### config.mk
export PLATFORM = sky130hd
export DESIGN_NAME = seven_seg_display_arbiter
export DESIGN_NICKNAME = d
export VERILOG_FILES = /design/src/rtl/seven_seg_pkg.sv /design/src/rtl/rr_priority_picker.sv /design/src/rtl/seven_seg_display_arbiter.sv
export SDC_FILE = /design/constraint.sdc
export NUM_CORES = 1
export LEC_CHECK = 0
export ABC_AREA = 1
export BUFFER_PORTS_ARGS = -buffer_cell sky130_fd_sc_hd__buf_4
export CORE_ASPECT_RATIO = 0.5
export CORE_MARGIN = 4
export CORE_UTILIZATION = 30
export DETAILED_ROUTE_END_ITERATION = 7
export SYNTH_ARGS = -nofsm -noshare
export SYNTH_HDL_FRONTEND = slang
export SYNTH_HIERARCHICAL = 1
export SYNTH_SLANG_ARGS = --single-unit
### constraint.sdc
create_clock -name clk -period 1.9 [get_ports clk]
set_input_delay 0.38 -clock clk [delete_from_list [all_inputs] [get_ports clk]]
set_output_delay 0.38 -clock clk [all_outputs]
set_load 0.02 [all_outputs]
### src/rtl/seven_seg_pkg.sv
// Shared types and constants for the seven-segment display arbiter.
// The blank gap between slots is enabled with SEVEN_SEG_ARB_BLANK_GAP_EN.
package seven_seg_pkg;
  localparam int CODE_W   = 8;
  localparam int POINTS_W = 2;
  localparam logic [CODE_W-1:0] IDLE_CODE_DEFAULT = 8'h00;

  typedef enum logic [1:0] {
    ST_IDLE = 2'd0,
    ST_SHOW = 2'd1,
    ST_GAP  = 2'd2
  } arb_state_e;
endpackage

### src/rtl/rr_priority_picker.sv
// Combinational rotate-priority select: first requester at or after ptr,
// wrapping past N-1 to 0. Reusable for any shared Pmod resource.
module rr_priority_picker #(
  parameter int N = 4
) (
  input  logic [N-1:0]         req,
  input  logic [$clog2(N)-1:0] ptr,
  output logic [$clog2(N)-1:0] winner,
  output logic                 found
);
  localparam int IW = $clog2(N);

  int             w_sum;
  logic [IW-1:0]  w_idx;

  // Scan from the farthest offset down so the nearest requester is the last write.
  always_comb begin
    found  = 1'b0;
    winner = '0;
    w_sum  = 0;
    w_idx  = '0;
    for (int i = N - 1; i >= 0; i--) begin
      w_sum = int'(ptr) + i;
      if (w_sum >= N) w_sum = w_sum - N;
      w_idx = IW'(w_sum);
      if (req[w_idx]) begin
        found  = 1'b1;
        winner = w_idx;
      end
    end
  end
endmodule

### src/rtl/seven_seg_display_arbiter.sv
// Round-robin arbiter sharing a two-digit seven-segment display between clients.
// Define SEVEN_SEG_ARB_BLANK_GAP_EN to insert a blank GAP state after every slot.
module seven_seg_display_arbiter
  import seven_seg_pkg::*;
#(
  parameter int                CLIENTS   = 4,
  parameter int                HOLD_BITS = 24,
  parameter logic [CODE_W-1:0] IDLE_CODE = IDLE_CODE_DEFAULT
) (
  input  logic                          clk,
  input  logic                          reset,
  input  logic [CLIENTS-1:0]            req,
  input  logic [CODE_W*CLIENTS-1:0]     req_code,
  input  logic [POINTS_W*CLIENTS-1:0]   req_points,
  output logic [CLIENTS-1:0]            ack,
  output logic [CLIENTS-1:0]            done,
  output logic [CODE_W-1:0]             code,
  output logic [POINTS_W-1:0]           points,
  output logic                          busy,
  output logic [$clog2(CLIENTS)-1:0]    owner,
  output arb_state_e                    o_dbg_state
);
  localparam int OWN_W = $clog2(CLIENTS);
`ifdef SEVEN_SEG_ARB_BLANK_GAP_EN
  localparam logic [HOLD_BITS-1:0] GAP_LAST = HOLD_BITS'((1 << (HOLD_BITS - 4)) - 1);
`endif

  arb_state_e            r_state, w_state_next;
  logic [HOLD_BITS-1:0]  r_cnt, w_cnt_next;
  logic [OWN_W-1:0]      r_ptr, w_ptr_next;
  logic [OWN_W-1:0]      r_owner, w_owner_next;
  logic [CODE_W-1:0]     r_code, w_code_next;
  logic [POINTS_W-1:0]   r_points, w_points_next;
  logic                  r_busy, w_busy_next;
  logic [CLIENTS-1:0]    r_ack, w_ack_next;
  logic [CLIENTS-1:0]    r_done, w_done_next;
  logic [OWN_W-1:0]      w_winner;
  logic                  w_found;

  rr_priority_picker #(.N(CLIENTS)) u_picker (
    .req    (req),
    .ptr    (r_ptr),
    .winner (w_winner),
    .found  (w_found)
  );

  always_comb begin
    w_state_next  = r_state;
    w_cnt_next    = r_cnt;
    w_ptr_next    = r_ptr;
    w_owner_next  = r_owner;
    w_code_next   = r_code;
    w_points_next = r_points;
    w_busy_next   = r_busy;
    w_ack_next    = '0;
    w_done_next   = '0;
    case (r_state)
      ST_IDLE: begin
        if (w_found) begin
          w_state_next          = ST_SHOW;
          w_ack_next[w_winner]  = 1'b1;
          w_owner_next          = w_winner;
          w_busy_next           = 1'b1;
          w_code_next           = req_code[CODE_W*w_winner +: CODE_W];
          w_points_next         = req_points[POINTS_W*w_winner +: POINTS_W];
          w_cnt_next            = '0;
        end
      end
      ST_SHOW: begin
        w_cnt_next = r_cnt + 1'b1;
        // Expiry and withdraw share one exit, so a simultaneous drop pulses done once.
        if ((&r_cnt) || !req[r_owner]) begin
          w_done_next[r_owner] = 1'b1;
          w_ptr_next    = (r_owner == OWN_W'(CLIENTS - 1)) ? '0 : r_owner + 1'b1;
          w_code_next   = IDLE_CODE;
          w_points_next = '0;
          w_busy_next   = 1'b0;
          w_cnt_next    = '0;
`ifdef SEVEN_SEG_ARB_BLANK_GAP_EN
          w_state_next  = ST_GAP;
`else
          w_state_next  = ST_IDLE;
`endif
        end
      end
`ifdef SEVEN_SEG_ARB_BLANK_GAP_EN
      ST_GAP: begin
        w_cnt_next = r_cnt + 1'b1;
        if (r_cnt == GAP_LAST) begin
          w_state_next = ST_IDLE;
          w_cnt_next   = '0;
        end
      end
`endif
      default: w_state_next = ST_IDLE;
    endcase
  end

  always_ff @(posedge clk) begin
    if (reset) begin
      r_state  <= ST_IDLE;
      r_cnt    <= '0;
      r_ptr    <= '0;
      r_owner  <= '0;
      r_code   <= IDLE_CODE;
      r_points <= '0;
      r_busy   <= 1'b0;
      r_ack    <= '0;
      r_done   <= '0;
    end else begin
      r_state  <= w_state_next;
      r_cnt    <= w_cnt_next;
      r_ptr    <= w_ptr_next;
      r_owner  <= w_owner_next;
      r_code   <= w_code_next;
      r_points <= w_points_next;
      r_busy   <= w_busy_next;
      r_ack    <= w_ack_next;
      r_done   <= w_done_next;
    end
  end

  assign ack         = r_ack;
  assign done        = r_done;
  assign code        = r_code;
  assign points      = r_points;
  assign busy        = r_busy;
  assign owner       = r_owner;
  assign o_dbg_state = r_state;
endmodule

Word-level counts from Yosys, hierarchy flattened
Index checks and enable logic that the tools add are counted.
W data, S select, Z words.
{"block": "op_classes", "add_sub_neg": 9, "magnitude_cmp": 12, "eq_ne": 4, "shifts": 2, "n_mux": 41, "bitwise_logic": 4, "n_reduce_logical": 14}
{"cell": "$mux W24", "count": 2}
{"cell": "$pmux W24 S2", "count": 1}
{"cell": "$shiftx A32 B6 Y8", "count": 1}
{"cell": "$add A24 B1 Y24 const B", "count": 1}
{"cell": "$mux W2", "count": 12}
{"cell": "$reduce_and A24 Y1", "count": 1}
{"cell": "$lt A2 B3 Y1 const B", "count": 6}
{"cell": "$mux W8", "count": 2}
{"cell": "$pmux W8 S2", "count": 1}
{"cell": "$mux W1", "count": 13}
{"cell": "$bmux W1 S2", "count": 5}
{"cell": "$ge A3 B3 Y1 const B", "count": 3}
{"cell": "$pmux W2 S2", "count": 2}
{"cell": "$reduce_and A2 Y1", "count": 4}
{"cell": "$shiftx A8 B4 Y2", "count": 1}
{"cell": "$sub A2 B1 Y2 const B", "count": 4}
{"cell": "$add A2 B2 Y3 const B", "count": 2}
{"cell": "$reduce_or A3 Y1", "count": 2}
{"cell": "$demux W1 S2", "count": 2}
{"cell": "$ge A2 B1 Y1 const B", "count": 2}
{"cell": "$not A1 Y1", "count": 4}
{"cell": "$add A2 B1 Y3 const B", "count": 1}
{"cell": "$ge A2 B3 Y1 const B", "count": 1}
{"cell": "$reduce_and A3 Y1", "count": 1}
{"cell": "11 further kinds", "count": 12}
{"block": "totals", "register_bits": 49, "input_bits": 46, "output_inout_bits": 23, "wordCells": 95}

Logic depth before layout (Yosys ltp)
Gate-level depths: netlist of run 1.
{"block": "depth", "depth_word": 13, "ltp_mapped": 17, "ltp_nobuf": 15}

Modules after synthesis
Netlist of run 1, hierarchy kept.
{"mod": "seven_seg_display_arbiter", "n_inst": 1, "cells_each": 403, "area_per_inst_um2": 2626.3, "seq_area_each_um2": 940.9}
{"mod": "rr_priority_picker", "n_inst": 1, "cells_each": 44, "area_per_inst_um2": 225.2, "seq_area_each_um2": 0.0}

Least setup slack after synthesis of run 1
OpenSTA, ideal clock, no wires.
{"block": "synth_timing", "path_type": "reg-to-reg", "start": "register r_ptr[0]", "end": "register r_code[0] (netlist: code[0])", "setup_time_ns": 0.114, "arrival_time_ns": 1.734, "t_required_ns": 1.786, "slack_ns": 0.052, "stages_incl_launch_ff": 17, "n_path_buf": 2, "synth_period_minus_slack_ns": 1.848, "path_cell_list": "dfxtp_1 > buf_6 > nand2_1 > and2_4 > nand2_4 > nand2_2 > inv_2 > nand2_1 > nand2_1 > nand2_1 > clkbuf_1 > nand2_1 > clkinv_1 > a22oi_1 > nand3_1 > nand2_1 > nand2_1"}
{"block": "synth_via", "elab_chain_cells": 12, "elab_cells_between_ends": 36, "classes_between": "7 x add/sub; 4 x order compare; 1 x eq/ne; 1 x shift; 22 x mux; 1 x reduce/logical"}
{"item": "start, declared", "line_no": "seven_seg_display_arbiter.sv:30", "source": "logic [OWN_W-1:0] r_ptr, w_ptr_next;"}
{"item": "start signal, assigned", "line_no": "seven_seg_display_arbiter.sv:113", "source": "r_ptr <= w_ptr_next;"}
{"item": "$add A2 B2 Y3", "line_no": "rr_priority_picker.sv:23", "source": "w_sum = int'(ptr) + i;"}
{"item": "$ge A3 B3 Y1 or $sub A2 B1 Y2 (tied branches)", "line_no": "rr_priority_picker.sv:24", "source": "if (w_sum >= N) w_sum = w_sum - N;"}
{"item": "$mux W2", "line_no": "rr_priority_picker.sv:24"}
{"item": "$bmux W1 S2", "line_no": "rr_priority_picker.sv:26", "source": "if (req[w_idx]) begin"}
{"item": "$mux W1 (not written as such)", "line_no": "rr_priority_picker.sv:26"}
{"item": "$mux W2 (3 in a row)", "line_no": "rr_priority_picker.sv:26"}
{"item": "$mux W2 *", "line_no": "rr_priority_picker.sv:26"}
{"item": "net w_winner[0]", "line_no": "seven_seg_display_arbiter.sv:37", "source": "logic [OWN_W-1:0] w_winner;"}
{"item": "$shiftx A32 B6 Y8 *", "line_no": "seven_seg_display_arbiter.sv:64", "source": "w_code_next = req_code[CODE_W*w_winner +: CODE_W];"}
{"item": "$mux W8 *", "line_no": "seven_seg_display_arbiter.sv:59", "source": "if (w_found) begin"}
{"item": "$pmux W8 S2 *", "line_no": "seven_seg_display_arbiter.sv:57", "source": "case (r_state)"}
{"item": "end signal, assigned", "line_no": "seven_seg_display_arbiter.sv:115", "source": "r_code <= w_code_next;"}
{"item": "end, declared", "line_no": "seven_seg_display_arbiter.sv:32", "source": "logic [CODE_W-1:0] r_code, w_code_next;"}
Mark *: on every way through the listed nets, which the timed path passes. The rest lies on a longest branch. The select of a mux whose other input is x is not followed.
A chain may end at the register's enable or synchronous reset.

Final worst setup path of run 1
{"block": "layout_timing", "start": "register r_ptr[0]", "end": "register r_code[4] (netlist: code[4])"}
Same word-level chain as after synthesis.

==> flow_summary.yaml, run 1 <==
outcome:
  status: "completed"
yosys:
  synth_cell_type_count: 32
  synth_top_area_share: 0.330
  ys_ff_latch: 47
  yosys-top-cells-area: "dfxtp_1 (33%), nand2_1 (16%), nand3_1 (11%)"
  synth.cell_area_um2: 2850
  avgSynthCellArea_um2: 6.38
  synth_top_cells_by_count: "nand2_1 (122), nor2_1 (63), nand3_1 (60)"
  synth_edf_count: 0
  synthArstFlopShare: 0
  yosys.area.top_type: "dfxtp_1"
  synth_seq_area_share: 0.330
  synth-main-ff-cell: "dfxtp_1"
  synth_nets: 498
  synth_most_common_cell: "nand2_1"
  syn_inst: 447
  yosys_warnings: 6
placement:
  dp_cells: 637
  gp_congestion: 0.812
  io_buffers: 67
  dp_hpwl_mm: 5.97
  dp_slack_ns: -0.209
global_route:
  grt_pass1_wl_mm: 13.7
  grt_pass1_vias: 2946
  grt_start_max_net_pins: 25
  antenna_found_initial: 0
  overflow: 0
  track_usage: 0.145
clock_tree:
  clock_latency_ns: 0.29
  clk_pin_slew_ns: 0.06
  clkSinkCount: 47
  postCtsHoldBufs: 0
  cts-root-buf: "clkbuf_16"
  cts_tree: "built"
  cts_buffers: 5
  clock_tree.buffer_depth: 2
  htree_levels: 2
worst_setup_path:
  cp.arrival_ns: 2.06
  end_kind: "flop"
  worstSetupStartpointType: "flop"
  required_ns: 2.08
  critPathKind: "flop to flop"
  critPathMaxFanout: 7
finish:
  post-route-util: 0.445
  antenna_cells: 0
  fill_cells: 946
  fin_cells: 653
  ff_latch_area_um2: 946
  fin_nets: 587
  syn2layout_area_growth_pct: 40.0
  multiInputGateArea_um2: 1760
  layout-drive-gt1-share: 0.282
sta:
  rsz0062_at_grt: "yes"
  layout_setup_ws_ns: 0.0199
  finalSetupTns_ns: 0
  drv_slew: 0
  max_freq_ghz: 0.532
  whs_ns: 0.397
  hold_violations: 0
  fin_skew_ns: 0.00759
  fin_crit_sh: 0.990
  post-route-min-period_ns: 1.88
  setup_viol: 0
die:
  rows: 24
  die_area_um2: 11200
  die_h_um: 76.9
  core_um2: 8980
  ios: 69
  fp.dieW_um: 146
  floorplan.initialDensity: 0.318
power_and_ir_drop:
  power_density_nw_per_um2: 967
  p_leak_uw: 0.00172
  vdd_drop_max_mv: 0.406
detailed_routing:
  drc: 0
  viasPerCell: 4.66
  wire_per_inst_um: 12.3
  initialDrtViolationCount: 122
  drtPass1Iterations: 4
  drt-total-wl_mm: 8.02
  antenna_left: 0
  vias: 3046
worst_hold_path:
  hp-class: "primary input to flop"
run:
  drv_cap: 0
## worst max-delay path, cell delays in order (launching register included)
cell and delay, ns:
dfxtp_4 0.36, clkbuf_16 0.15, o21ai_4 0.18, nand2_1 0.09, nand3_2 0.10, nand2_2 0.06, nand2_2 0.07, nand2_4 0.11
nand2_4 0.08, inv_2 0.04, buf_4 0.15, a22oi_1 0.16, nand3_1 0.10, nand2_1 0.07, nand2_1 0.04
## worst paths after layout
| path | startpoint | end | slack (ns) | depth (start not counted) |
|---|---|---|---|---|
| worst min-delay path | req_code[19] | code[3]$_SDFFE_PP0P_ | 0.40 | 5 |
| worst max-delay path | r_ptr[0]$_SDFFE_PP0P_ | code[4]$_SDFFE_PP0P_ | 0.02 | 14 |
| worst max register to register | r_ptr[0]$_SDFFE_PP0P_ | code[4]$_SDFFE_PP0P_ | 0.02 | 14 |
| worst min register to register | points[1]$_SDFFE_PP0P_ | points[1]$_SDFFE_PP0P_ | 0.47 | 2 |
## cell usage in the layout (no fill, tap or decap), drive strengths merged
master / n
nor3: 5
a22oi: 10
nand4: 5
dfxtp: 47
clkinvlp: 2
buf: 96
nand3: 62
and2: 1
nor3b: 1
a21oi: 22
nor2: 66
xor2: 8
nand3b: 2
clkbuf: 7
nand2: 134
conb: 1
ha: 5
clkinv: 1
xnor2: 3
o21ai: 15
bufinv: 1
inv: 42
## registers in the layout, summed over array words and instances (netlist names)
name    flops
ack         4
busy        1
code        8
done        4
owner       2
points      2
r_cnt      24
r_ptr       2
## per-stage QoR
step	total power [µW]	area, µm²
after floorplan	2060	2850
after global placement	2590	3590
after detailed placement	2600	3590
after CTS	3610	3760
after global routing	4120	3990
final	3860	3990
## layout make-up
type,instances,area share
Inverter,44,0.0455
Sequential cell,47,0.237
Clock inverter,1,0.00752
Clock buffer,6,0.0323
Timing Repair inverter,1,0.00188
Timing Repair Buffer,97,0.198
Multi-Input combinational cell,340,0.441
Tap cell,117,0.0367
## routing by layer
metal	vias to the layer above	global-route usage	share of wire
li1	1612	-	-
met1	1377	0.186	0.48
met2	50	0.253	0.48
met3	7	0.0283	0.034
met4	0	0.0284	0.0080
met5	-	0	0
## cells by family after synthesis
logic type      Yosys count  share of synthesized area
fa+ha+maj                 5                     0.0219
simple gates            276                      0.430
buf+inv                  60                     0.0891
other cells               1                    0.00132
compound gates           47                     0.0939
xor+xnor                 11                     0.0338
flops                    47                      0.330
## report_power, final
| part | total (µW) | leakage [µW] | internal [µW] | switching, µW |
|---|---|---|---|---|
| Sequential | 1200 | 0.000383 | 1100 | 96.0 |
| Combinational | 1680 | 0.00126 | 751 | 933 |
| Clock | 980 | 0.0000769 | 614 | 366 |
| Total | 3860 | 0.00172 | 2470 | 1390 |
## what timing repair did
item	CTS	global route
setup endpoints to repair	10	14
pin swaps	0	8
gates cloned	0	3
resized for setup	2	34
buffers inserted	0	6
(Power assumes the default switching activity.)
==> inputs of run 2 (changes only) <==
==> constraint.sdc (replaced) <==
create_clock -name clk -period 2.1 [get_ports clk]
set_input_delay 0.42 -clock clk [delete_from_list [all_inputs] [get_ports clk]]
set_output_delay 0.42 -clock clk [all_outputs]
set_load 0.02 [all_outputs]
==> run 2 against run 1 <==
Setup slack improved by 0.18 ns. Clock-buffer cell count unchanged. Fmax decreased by 1.2%. Critical path depth unchanged. Sequential cell count unchanged. Final cell count decreased by 3.1%. Largest power group unchanged.
==> flow_summary.yaml, run 2 (synthesis results as in run 1) <==
outcome:
  status: "completed"
placement:
  dpl-instance-area_um2: 3480
  dp_slack_ns: -0.152
  gp_congestion: 0.808
  dp_hpwl_mm: 5.83
  io_buffers: 67
  dp_cells: 624
finish:
  final_cell_mix: "nand2_1 (120), buf_4 (76), nor2_1 (62), nand3_1 (60), dfxtp_1 (45)"
  post-route-util: 0.411
  syn2layout_area_growth_pct: 29.3
  fin_cells: 633
  antenna_cells: 0
  layout-drive-gt1-share: 0.225
  fin_nets: 566
  largest_register_ffs: 24
  design_area_um2: 3690
  top_register: "r_cnt"
  final_common_cell: "nand2_1"
worst_setup_path:
  cpPeakStageDelay_ns: 0.42
  worstSetupStartpointType: "flop"
  end_kind: "flop"
  critPathKind: "flop to flop"
  crit_slowest_cell: "dfxtp_4"
  path_cells: "nand2_1, and2_4, nand2_4, nand2_2, inv_2, nand2_1, nand2_1, nand2_2, nand2_2, clkinvlp_4, a22oi_1, nand3_1, nand2_1, nand2_1"
  critPathMaxFanout: 9
  cpMostUsedCell: "nand2_1"
  required_ns: 2.30
  cp.arrival_ns: 2.10
detailed_routing:
  vias: 2902
  wire_per_inst_um: 12.4
  antenna_left: 0
  viasPerCell: 4.58
  initialDrtViolationCount: 167
  drc: 0
  drtPass1Iterations: 4
  drt-total-wl_mm: 7.83
sta:
  fin_skew_ns: 0.00638
  drv_slew: 0
  post-route-min-period_ns: 1.90
  setup_viol: 0
  finalSetupTns_ns: 0
  fin_crit_sh: 0.906
  hold_violations: 0
  max_freq_ghz: 0.526
  layout_setup_ws_ns: 0.198
  rsz0062_at_grt: "no"
global_route:
  grtUsageMet2: 0.236
  track_usage: 0.139
  grt_pass1_vias: 2799
  grt.busiest_layer: "met2"
  grt_start_max_net_pins: 25
  grt_pass1_wl_mm: 13.0
  overflow: 0
  use_met3: 0.0289
  antenna_found_initial: 0
  grt_use_met1: 0.176
clock_tree:
  clk_pin_slew_ns: 0.07
  cts_buffers: 5
  cts_tree: "built"
  clkSinkCount: 47
  clock_latency_ns: 0.30
  postCtsHoldBufs: 0
  cts-root-buf: "clkbuf_16"
  clock_tree.buffer_depth: 2
  htree_levels: 2
die:
  die_h_um: 76.9
  die_area_um2: 11200
  core_um2: 8980
  fp.dieW_um: 146
  ios: 69
  rows: 24
  floorplan.initialDensity: 0.318
worst_hold_path:
  hp-class: "primary input to flop"
power_and_ir_drop:
  p_leak_uw: 0.00157
  power_density_nw_per_um2: 875
  vdd_drop_max_mv: 0.317
run:
  drv_cap: 0
[run 2: cell count changes in the layout (fill, tap and decap cells not counted), moves of 3 or more]
cell     previous run  this run
a22oi_1             4        10
nand2_4             7         4
a22oi_2             6         0
buf_4              91        76
buf_12              3         0
nand3_1            57        60
nand2_1           117       120
[run 2: final timing paths]
path	slack (ns)	from	end	cells past startpoint
max	0.20	r_ptr[0]$_SDFFE_PP0P_	points[0]$_SDFFE_PP0P_	14
min reg2reg	0.47	code[5]$_SDFFE_PP0P_	code[5]$_SDFFE_PP0P_	2
min	0.44	req_code[17]	code[1]$_SDFFE_PP0P_	5
max reg2reg	0.20	r_ptr[0]$_SDFFE_PP0P_	points[0]$_SDFFE_PP0P_	14
[run 2: per-stage QoR]
| step | total power (µW) | hold slack [ns] |
|---|---|---|
| after detailed placement | 2270 | 0.459 |
| final | 3230 | 0.441 |
| after floorplan | 1860 | 0.465 |
| after global placement | 2270 | 0.457 |
| after CTS | 3240 | 0.430 |
| after global routing | 3440 | 0.453 |
[run 2: what timing repair did]
item | 4_1_cts | 5_1_grt
endpoints found under the setup margin | 10 | 10
resized for setup | 2 | 7
cloned | 0 | 1
buffers inserted | 0 | 0
pin swaps | 0 | 1
[run 2: worst max-delay path, delay by kind of cell (launching register included)]
family / cells / cell delay, ns
AO/OA/AOI/OAI: 1 / 0.21
buffers and inverters: 2 / 0.22
flip-flops: 1 / 0.42
AND/OR/NAND/NOR: 11 / 0.96
[run 2: layout make-up]
type                    count  area [µm²]
clock buffers               6         139
clock inverters             2        35.0
fillers                   952        5290
inverters                  44         171
multi-input cells         340        1670
flip-flops and latches     47         946
well taps                 117         146
repair buffers             76         571
repair inverters            1        7.51
[run 2: power breakdown]
part           internal (µW)  switching (µW)
clock network            592             352
registers                996            94.0
logic                    464             730
[run 2: per-layer routing]
layer	vias to the layer above	wire (µm)	part of all wire
met5	-	0	0
met4	0	106	0.014
met3	8	262	0.033
met2	45	3640	0.46
met1	1278	3820	0.49
li1	1571	-	-
